### src/rtl/dump_pkg.sv
// Shared types and helpers for the channel dump sequencer.
package dump_pkg;

   // Sequencer states, in the order a dump walks through them.
   typedef enum logic [3:0] {
      IDLE,
      RD_OFF,
      WT_OFF,
      RD_GAIN,
      WT_GAIN,
      RD_RAM,
      SEND,
      WT_TX,
      DONE
   } dump_state_t;

   // Channel code that has no capture bank behind it.
   localparam logic [1:0] CH_RSVD = 2'b11;

   // Calibration EEPROM address width.
   localparam int EEP_AW = 6;

   // Calibration EEPROM layout: one offset/gain byte pair per channel and AFE gain step.
   // The offset byte sits at the even address and the gain byte at the odd address.
   function automatic logic [EEP_AW-1:0] cal_addr(input logic [1:0] ch,
                                                  input logic [2:0] g,
                                                  input logic       is_gain);
      return {ch, g, is_gain};
   endfunction

endpackage : dump_pkg

### src/rtl/dump_addr_gen.sv
// Capture RAM read address generator: a wrapping address register plus a byte
// counter that flags the final byte of a full-depth dump.
module dump_addr_gen #(
   parameter int DEPTH  = 512,
   parameter int ADDR_W = 9
) (
   input  logic              clk,
   input  logic              rst,
   input  logic              load,
   input  logic              inc,
   input  logic [ADDR_W-1:0] start_addr,
   output logic [ADDR_W-1:0] addr,
   output logic              last
);

   localparam logic [ADDR_W:0] LAST_CNT = (ADDR_W+1)'(DEPTH - 1);

   logic [ADDR_W-1:0] addr_q, addr_d;
   logic [ADDR_W:0]   cnt_q, cnt_d;

   // Next address/count: load restarts at the oldest sample, inc steps one byte.
   always_comb begin
      // NOTE: every variable gets a default first so no path leaves it unassigned (no latch).
      addr_d = addr_q;
      cnt_d  = cnt_q;
      if (load) begin
         addr_d = start_addr;
         cnt_d  = '0;
      end else if (inc) begin
         // DEPTH is a power of two, so the natural ADDR_W-bit rollover is the wrap to 0.
         addr_d = addr_q + 1'b1;
         cnt_d  = cnt_q + 1'b1;
      end
   end

   // Address and count registers.
   always_ff @(posedge clk or posedge rst) begin
      // NOTE: sequential state uses non-blocking assignments so all flops update together.
      if (rst) begin
         addr_q <= '0;
         cnt_q  <= '0;
      end else begin
         addr_q <= addr_d;
         cnt_q  <= cnt_d;
      end
   end

   assign addr = addr_q;
   // The byte currently in flight is the last one when DEPTH-1 bytes are already done.
   assign last = (cnt_q == LAST_CNT);

endmodule : dump_addr_gen

### src/rtl/dump_ctrl.sv
// Channel dump sequencer: fetches offset and gain calibration bytes from the
// EEPROM, then streams every capture RAM entry of the channel, oldest first,
// to the UART transmitter.
module dump_ctrl
   import dump_pkg::*;
#(
   parameter int DEPTH  = 512,
   parameter int ADDR_W = 9
) (
   input  logic              clk,
   input  logic              rst,
   input  logic              dump,
   input  logic [1:0]        dump_ch,
   input  logic [2:0]        ch1_AFEgain,
   input  logic [2:0]        ch2_AFEgain,
   input  logic [2:0]        ch3_AFEgain,
   input  logic [ADDR_W-1:0] wr_ptr,
   output logic              eep_req,
   output logic [EEP_AW-1:0] eep_addr,
   input  logic              eep_done,
   output logic              flopOffset,
   output logic              flopGain,
   output logic [ADDR_W-1:0] ram_addr,
   output logic [1:0]        ram_ch,
   output logic              ram_re,
   output logic              send_resp,
   input  logic              resp_sent,
   output logic              busy,
   output logic              dump_done,
   output logic              dump_err
);

   dump_state_t state_q, state_d;
   logic [1:0]  ch_q, ch_d;
   logic [2:0]  gain_q, gain_d;
   logic        err_q, err_d;

   logic [2:0]  sel_gain;
   logic        accept;
   logic        addr_load;
   logic        addr_inc;
   logic        addr_last;

   // A dump request only starts a sequence from IDLE and for a real channel.
   assign accept = (state_q == IDLE) && dump && (dump_ch != CH_RSVD);

   // AFE gain of the channel being requested, captured on acceptance.
   always_comb begin
      sel_gain = ch3_AFEgain;
      case (dump_ch)
         2'd0:    sel_gain = ch1_AFEgain;
         2'd1:    sel_gain = ch2_AFEgain;
         default: sel_gain = ch3_AFEgain;
      endcase
   end

   // State, latched channel/gain and the error strobe register.
   always_ff @(posedge clk or posedge rst) begin
      if (rst) begin
         state_q <= IDLE;
         ch_q    <= '0;
         gain_q  <= '0;
         err_q   <= 1'b0;
      end else begin
         state_q <= state_d;
         ch_q    <= ch_d;
         gain_q  <= gain_d;
         err_q   <= err_d;
      end
   end

   // Next-state logic; channel and gain are frozen for the whole dump.
   always_comb begin
      state_d = state_q;
      ch_d    = ch_q;
      gain_d  = gain_q;
      err_d   = 1'b0;
      case (state_q)
         IDLE: begin
            if (dump && (dump_ch == CH_RSVD)) begin
               err_d = 1'b1;
            end else if (accept) begin
               ch_d    = dump_ch;
               gain_d  = sel_gain;
               state_d = RD_OFF;
            end
         end
         RD_OFF:  state_d = WT_OFF;
         WT_OFF:  if (eep_done) state_d = RD_GAIN;
         RD_GAIN: state_d = WT_GAIN;
         WT_GAIN: if (eep_done) state_d = RD_RAM;
         RD_RAM:  state_d = SEND;
         SEND:    state_d = WT_TX;
         WT_TX: begin
            if (resp_sent) state_d = addr_last ? DONE : RD_RAM;
         end
         DONE:    state_d = IDLE;
         default: state_d = IDLE;
      endcase
   end

   // Output decode; EEPROM address is driven only alongside its request.
   always_comb begin
      eep_req    = 1'b0;
      eep_addr   = '0;
      flopOffset = 1'b0;
      flopGain   = 1'b0;
      ram_re     = 1'b0;
      send_resp  = 1'b0;
      dump_done  = 1'b0;
      addr_load  = accept;
      addr_inc   = 1'b0;
      case (state_q)
         RD_OFF: begin
            eep_req  = 1'b1;
            eep_addr = cal_addr(ch_q, gain_q, 1'b0);
         end
         WT_OFF:  flopOffset = eep_done;
         RD_GAIN: begin
            eep_req  = 1'b1;
            eep_addr = cal_addr(ch_q, gain_q, 1'b1);
         end
         WT_GAIN: flopGain  = eep_done;
         RD_RAM:  ram_re    = 1'b1;
         SEND:    send_resp = 1'b1;
         WT_TX:   addr_inc  = resp_sent;
         DONE:    dump_done = 1'b1;
         default: ;
      endcase
   end

   dump_addr_gen #(
      .DEPTH  (DEPTH),
      .ADDR_W (ADDR_W)
   ) u_addr_gen (
      .clk        (clk),
      .rst        (rst),
      .load       (addr_load),
      .inc        (addr_inc),
      .start_addr (wr_ptr),
      .addr       (ram_addr),
      .last       (addr_last)
   );

   assign ram_ch   = ch_q;
   assign busy     = (state_q != IDLE);
   assign dump_err = err_q;

endmodule : dump_ctrl

### config.mk
export PLATFORM = sky130hd
export DESIGN_NAME = dump_ctrl
export DESIGN_NICKNAME = d
export VERILOG_FILES = /design/src/rtl/dump_pkg.sv /design/src/rtl/dump_addr_gen.sv /design/src/rtl/dump_ctrl.sv
export SDC_FILE = /design/constraint.sdc
export NUM_CORES = 1
export LEC_CHECK = 0
export ABC_AREA = 1
export CAP_MARGIN = 20
export CORE_ASPECT_RATIO = 0.8
export CORE_MARGIN = 5
export CORE_UTILIZATION = 44
export DETAILED_ROUTE_END_ITERATION = 16
export PLACE_DENSITY = 0.77
export SETUP_SLACK_MARGIN = 0.15
export SKIP_CTS_REPAIR_TIMING = 1
export SLEW_MARGIN = 20
export SYNTH_ARGS = -nofsm -noshare
export SYNTH_HDL_FRONTEND = slang
export SYNTH_SLANG_ARGS = --single-unit
### constraint.sdc
create_clock -name clk -period 1.45 [get_ports clk]
set_clock_uncertainty 0.2 [all_clocks]
set_input_delay 0.29 -clock clk [delete_from_list [all_inputs] [get_ports clk]]
set_output_delay 0.29 -clock clk [all_outputs]
set_load 0.005 [all_outputs]
# After elaboration in Yosys (flattened, before gate mapping)
# Cells that the tools add are included.
# word_totals
ff_bits,29
out_inout_bits,25
# op_classes
n_addsub,2
n_eq_ne,17
n_mux,22
bitwise_logic,1
n_reduce_logical,10
# ops
op,n
4-bit case mux with 8 select lines,1
4-bit 2-to-1 mux,6
10-bit 2-to-1 mux,2
9-bit 2-to-1 mux,2
4-bit by 3-bit equality test with 1-bit output (second input constant),4
2-bit != test (second input constant),6
6-bit case mux with 2 select lines,1
10-bit by 1-bit adder with 10-bit output (second input constant),1
10-bit by 9-bit equality test with 1-bit output (second input constant),1
9-bit by 1-bit adder with 9-bit output (second input constant),1
1-bit 2-to-1 mux,9
4-bit by 2-bit equality test with 1-bit output (second input constant),2
3-bit case mux with 2 select lines,1
5-bit AND reduction,1
4-bit by 1-bit equality test with 1-bit output (second input constant),1
4-bit equality test (second input constant),1
4-bit zero test,1
4-bit nonzero test,1
1-bit logical AND,3
3-bit AND reduction,1
2-bit by 1-bit equality test with 1-bit output (second input constant),1
2-bit equality test (second input constant),1
2-bit zero test,1
2-bit nonzero test,1
other kinds (2),2

# Longest topological paths before layout
# Gate-level depths: netlist (run 1).
# logic_depth
ltp_word,6
ltp_mapped,9
ltp_nobuf,9

# Hierarchy
# Synthesis (run 1) repeated with hierarchy kept, for this count alone.
# unflattened
hier_cells,239
area_unflattened_um2,1841.8
# modules_own_cells
mod,instances,cells_each,area_each_um2,seq_area_each_um2
dump_addr_gen,1,129,1083.5,475.5
dump_ctrl,1,110,758.2,250.2

# Least setup slack after synthesis (run 1)
# Ideal clock, no wire load.
# synth_path
path_kind,register to register
from,reg state_q[2]
to,reg u_addr_gen.addr_q[3] (netlist: u_addr_gen.addr[3])
t_arrival_ns,1.147
t_required_ns,1.134
slack_ns,-0.013
path_stages_with_launch,8
synth_period_minus_slack_ns,1.463
cell_sequence,dfrtp_1 nor2_2 nand4_2 buf_2 nand3_1 nand2_1 nand2_1 nand2_1
# synth_via
elab_chain_cells,4
# synth_lines
element,line,rtl
"start, declared",dump_ctrl.sv:33,"dump_state_t state_q, state_d;"
"start signal, assigned",dump_ctrl.sv:65,state_q <= state_d;
4-bit zero test,dump_ctrl.sv:45,assign accept = (state_q == IDLE) && dump && (dump_ch != CH_RSVD);
1-bit logical AND (2 in series),dump_ctrl.sv:45,
9-bit 2-to-1 mux or 2-bit nonzero test (tied branches),-,
"end signal, assigned",dump_addr_gen.sv:43,addr_q <= addr_d;
"end, declared",dump_addr_gen.sv:18,"logic [ADDR_W-1:0] addr_q, addr_d;"
# Parallel ways exist; a longest one is shown, timed or not.
# A chain may end at the register's enable or synchronous reset.

# Final worst setup path (run 1)
# layout_path
from,reg state_q[3]
to,out flopGain
# layout_via
elab_chain_cells,2
# layout_lines
element,line,rtl
4-bit by 3-bit equality test with 1-bit output,dump_ctrl.sv:113,case (state_q)
1-bit 2-to-1 mux,dump_ctrl.sv:113,
"end, declared",dump_ctrl.sv:22,"output logic flopGain,"
# Every way passes these cells.

==> impl_metrics.ini, run 1 <==
[clocking]
clk_pin_slew_ns = 0.06
clock-root-buffer = clkbuf_8
clock_latency_ns = 0.29
h-tree-depth = 2
cts_sinks = 29
cts_buffers = 5
clk_path_buf_depth = 2
cts_tree = built

[synthesis]
synth.avg_cell_area_um2 = 6.68
synth_area_um2 = 1860
syn-instance-count = 278
ys_ff_latch = 29
ys_async_sr_fraction_pct = 100
synth_common_cells = nand2_1 (96), inv_1 (35), nor2_1 (35), nand3_1 (32), dfrtp_1 (29)
synth_most_common_cell = nand2_1
synth_ff_type = dfrtp_1
seq_area_frac_synth_pct = 39.1
synthTopCellsByArea = dfrtp_1 (39%), nand2_1 (19%), nand3_1 (8.6%)
yosysWarnings = 0
synth_top_area_share_pct = 39.1
synth_area_leader_cell = dfrtp_1
syn-num-nets = 305
ys_types = 27
synth_enable_flop_cells = 0

[cells_and_area]
fin_area_um2 = 3170
utilization_pct = 76.9
fill_cells = 278
diodes = 0
nNetsFinal = 422
drive_gt1_share_pct = 38.6
final_cells = 453
syn_to_final_growth_pct = 70.8

[run_status]
status = finished with violations
violations = setup timing

[place]
dp.cells = 420
dp_hpwl_mm = 3.86
place_congestion = 0.832
io_buffers = 49
place_area_um2 = 2770

[routing]
wl_per_cell_um = 14.1
wl_mm = 6.37
drt_first_pass_iters = 4
routed-via-count = 2279
drc = 0
antenna_left = 0
drt-initial-drc-count = 133
viasPerCell = 5.03

[sta]
whs_ns = 0.137
finalCritPeriodShare_pct = 136
hold_viol_final = 0
max_slew_margin_pct = 76.6
worstMarginPinSlew_ns = 0.350
min_period_ns = 1.97
rsz0062_at_grt = true
setup_ws_ns = -0.515
slew_violations = 0
finalSetupViolations = 42
timing.fmax_ghz = 0.509

[setup_path]
crit_top_cell = buf_4
arrival_ns = 1.48
path_max_fanout = 4
worstSetupPathType = reg -> out
cp_slowest_cell = dfrtp_2
required_ns = 0.96
crit_chain = buf_4 > nor2_4 > buf_4 > nand2_1 > nor2_2 > clkbuf_2
cpPeakStageDelay_ns = 0.44
end_kind = primary output
cp-start-kind = register
crit_family = flip-flops
cp_num_buf_inv = 3

[floorplanning]
initial_core_util_pct = 45.0
die_h_um = 68.1
die_x_um = 82.7
boundaryPins = 50
fp.dieArea_um2 = 5630
core.rowCount = 21
core_area_um2 = 4130

[grt]
top_usage_layer = met2
gr-usage-met1_pct = 24.7
grt_start_max_net_pins = 30
antenna_found_initial = 0
grt_util_met2_pct = 32.5
grt_pass1_wl_mm = 8.51
grt_overflow_total = 0
use_met3_pct = 5.13
globalRouteTotalUtil_pct = 19.9
grt_pass1_vias = 2029

[flow_run]
drv_cap = 0

[power]
peakVddDrop_mv = 0.915
p_leak_nw = 1.66
p_per_area_nw_per_um2 = 1610

[worst_hold_path]
hold_class = in -> async
-- through the flow --
stage | setup WS (ns) | setup TNS (ns) | total power, mW
6_report | -0.515 | -15.06 | 5.11
5_1_grt | -0.578 | -17.32 | 5.43
4_1_cts | -0.755 | -18.15 | 4.37
3_5_place_dp | -0.479 | -13.84 | 3.69
3_3_place_gp | -0.483 | -13.14 | 3.64
2_1_floorplan | 0.00622 | 0 | 2.43
-- where the power goes --
group / internal, mW / switching (mW) / total (mW)
sequential: 1.06 / 0.195 / 1.25
combinational: 1.60 / 1.60 / 3.20
clock: 0.332 / 0.332 / 0.664
total: 2.99 / 2.12 / 5.11
-- final timing paths --
check,start,end,slack [ns],cells after the start
hold / removal,rst,u_addr_gen.addr[1],0.14,3
max in group asynchronous,rst,state_q[0],0.72,3
setup reg to reg,state_q[3],u_addr_gen.cnt_q[2],-0.44,9
setup / recovery,state_q[3],flopGain,-0.52,6
hold reg to reg,gain_q[1],gain_q[1],0.33,2
min in group clk,gain_q[1],gain_q[1],0.33,2
-- worst min-delay path, stage by stage --
cell	delay, ns
clkdlybuf4s50_1	0.40
inv_1	0.09
buf_12	0.20
-- routing by layer --
metal	routed length [um]	vias to the layer above
met4	123	0
met5	0	-
met3	358	15
met1	2670	1086
met2	3220	74
li1	-	1104
-- cell families after synthesis --
group	after synthesis	synth area share [%]
AND/OR/NAND/NOR	178	41.1
buffers and inverters	45	10.6
flip-flops	29	39.1
AO/OA/AOI/OAI	21	6.40
XOR/XNOR	3	1.41
adder cells (fa/ha/maj)	2	1.35
-- layout by cell type (no fill, tap or decap), types with 2 or more instances in the layout --
master           synthesis  final
buf_2                    2      8
nor3_1                   2      2
inv_2                    4      5
o21ai_1                  3      5
nand2_2                  2      8
clkbuf_8                 0      5
dfrtp_1                 29     24
buf_6                    3     18
a21oi_1                  3      3
nand3b_1                 4      4
o21ai_2                  0      2
nand3_1                 32     26
nor2_4                   2     11
nor2_2                   1      7
nor2_1                  35     20
dlymetal6s2s_1           0      2
o21bai_1                 2      2
clkinv_2                 0      3
buf_4                    1     47
dfrtp_2                  0      5
nand2_1                 96     87
xor2_1                   3      3
inv_1                   35     30
clkbuf_2                 0     13
o21ai_0                  9      4
nand2_4                  0      3
nand3_2                  0      6
nand4_4                  0      2
clkdlybuf4s50_1          0     24
buf_12                   0      2
o211ai_1                 2      2
-- sequential cells by signal, summed over array words and instances (netlist names) --
| register | count |
|---|---|
| ram_ch | 2 |
| dump_err | 1 |
| u_addr_gen.addr | 9 |
| state_q | 4 |
| gain_q | 3 |
| u_addr_gen.cnt_q | 10 |
-- area by class of cell --
class | count | area, um2 | area share [%]
Tap cell | 57 | 71.3 | 2.25
Timing Repair inverter | 1 | 5.00 | 0.158
Clock buffer | 6 | 72.6 | 2.29
Timing Repair Buffer | 114 | 966 | 30.4
Clock inverter | 2 | 10.0 | 0.315
Inverter | 39 | 166 | 5.24
Sequential cell | 29 | 732 | 23.1
Multi-Input combinational cell | 205 | 1150 | 36.3
Power figures use the tool's default switching activity.
==> run 2: changes to the inputs <==
--- a/config.mk
+++ b/config.mk
@@ -10,6 +10,7 @@
 export CORE_ASPECT_RATIO = 0.8
 export CORE_MARGIN = 5
 export CORE_UTILIZATION = 44
+export CTS_CLUSTER_SIZE = 28
 export DETAILED_ROUTE_END_ITERATION = 16
 export PLACE_DENSITY = 0.77
 export SETUP_SLACK_MARGIN = 0.15
==> results of run 2 <==
The final DEF is identical to that of run 1; final timing and power are the same.
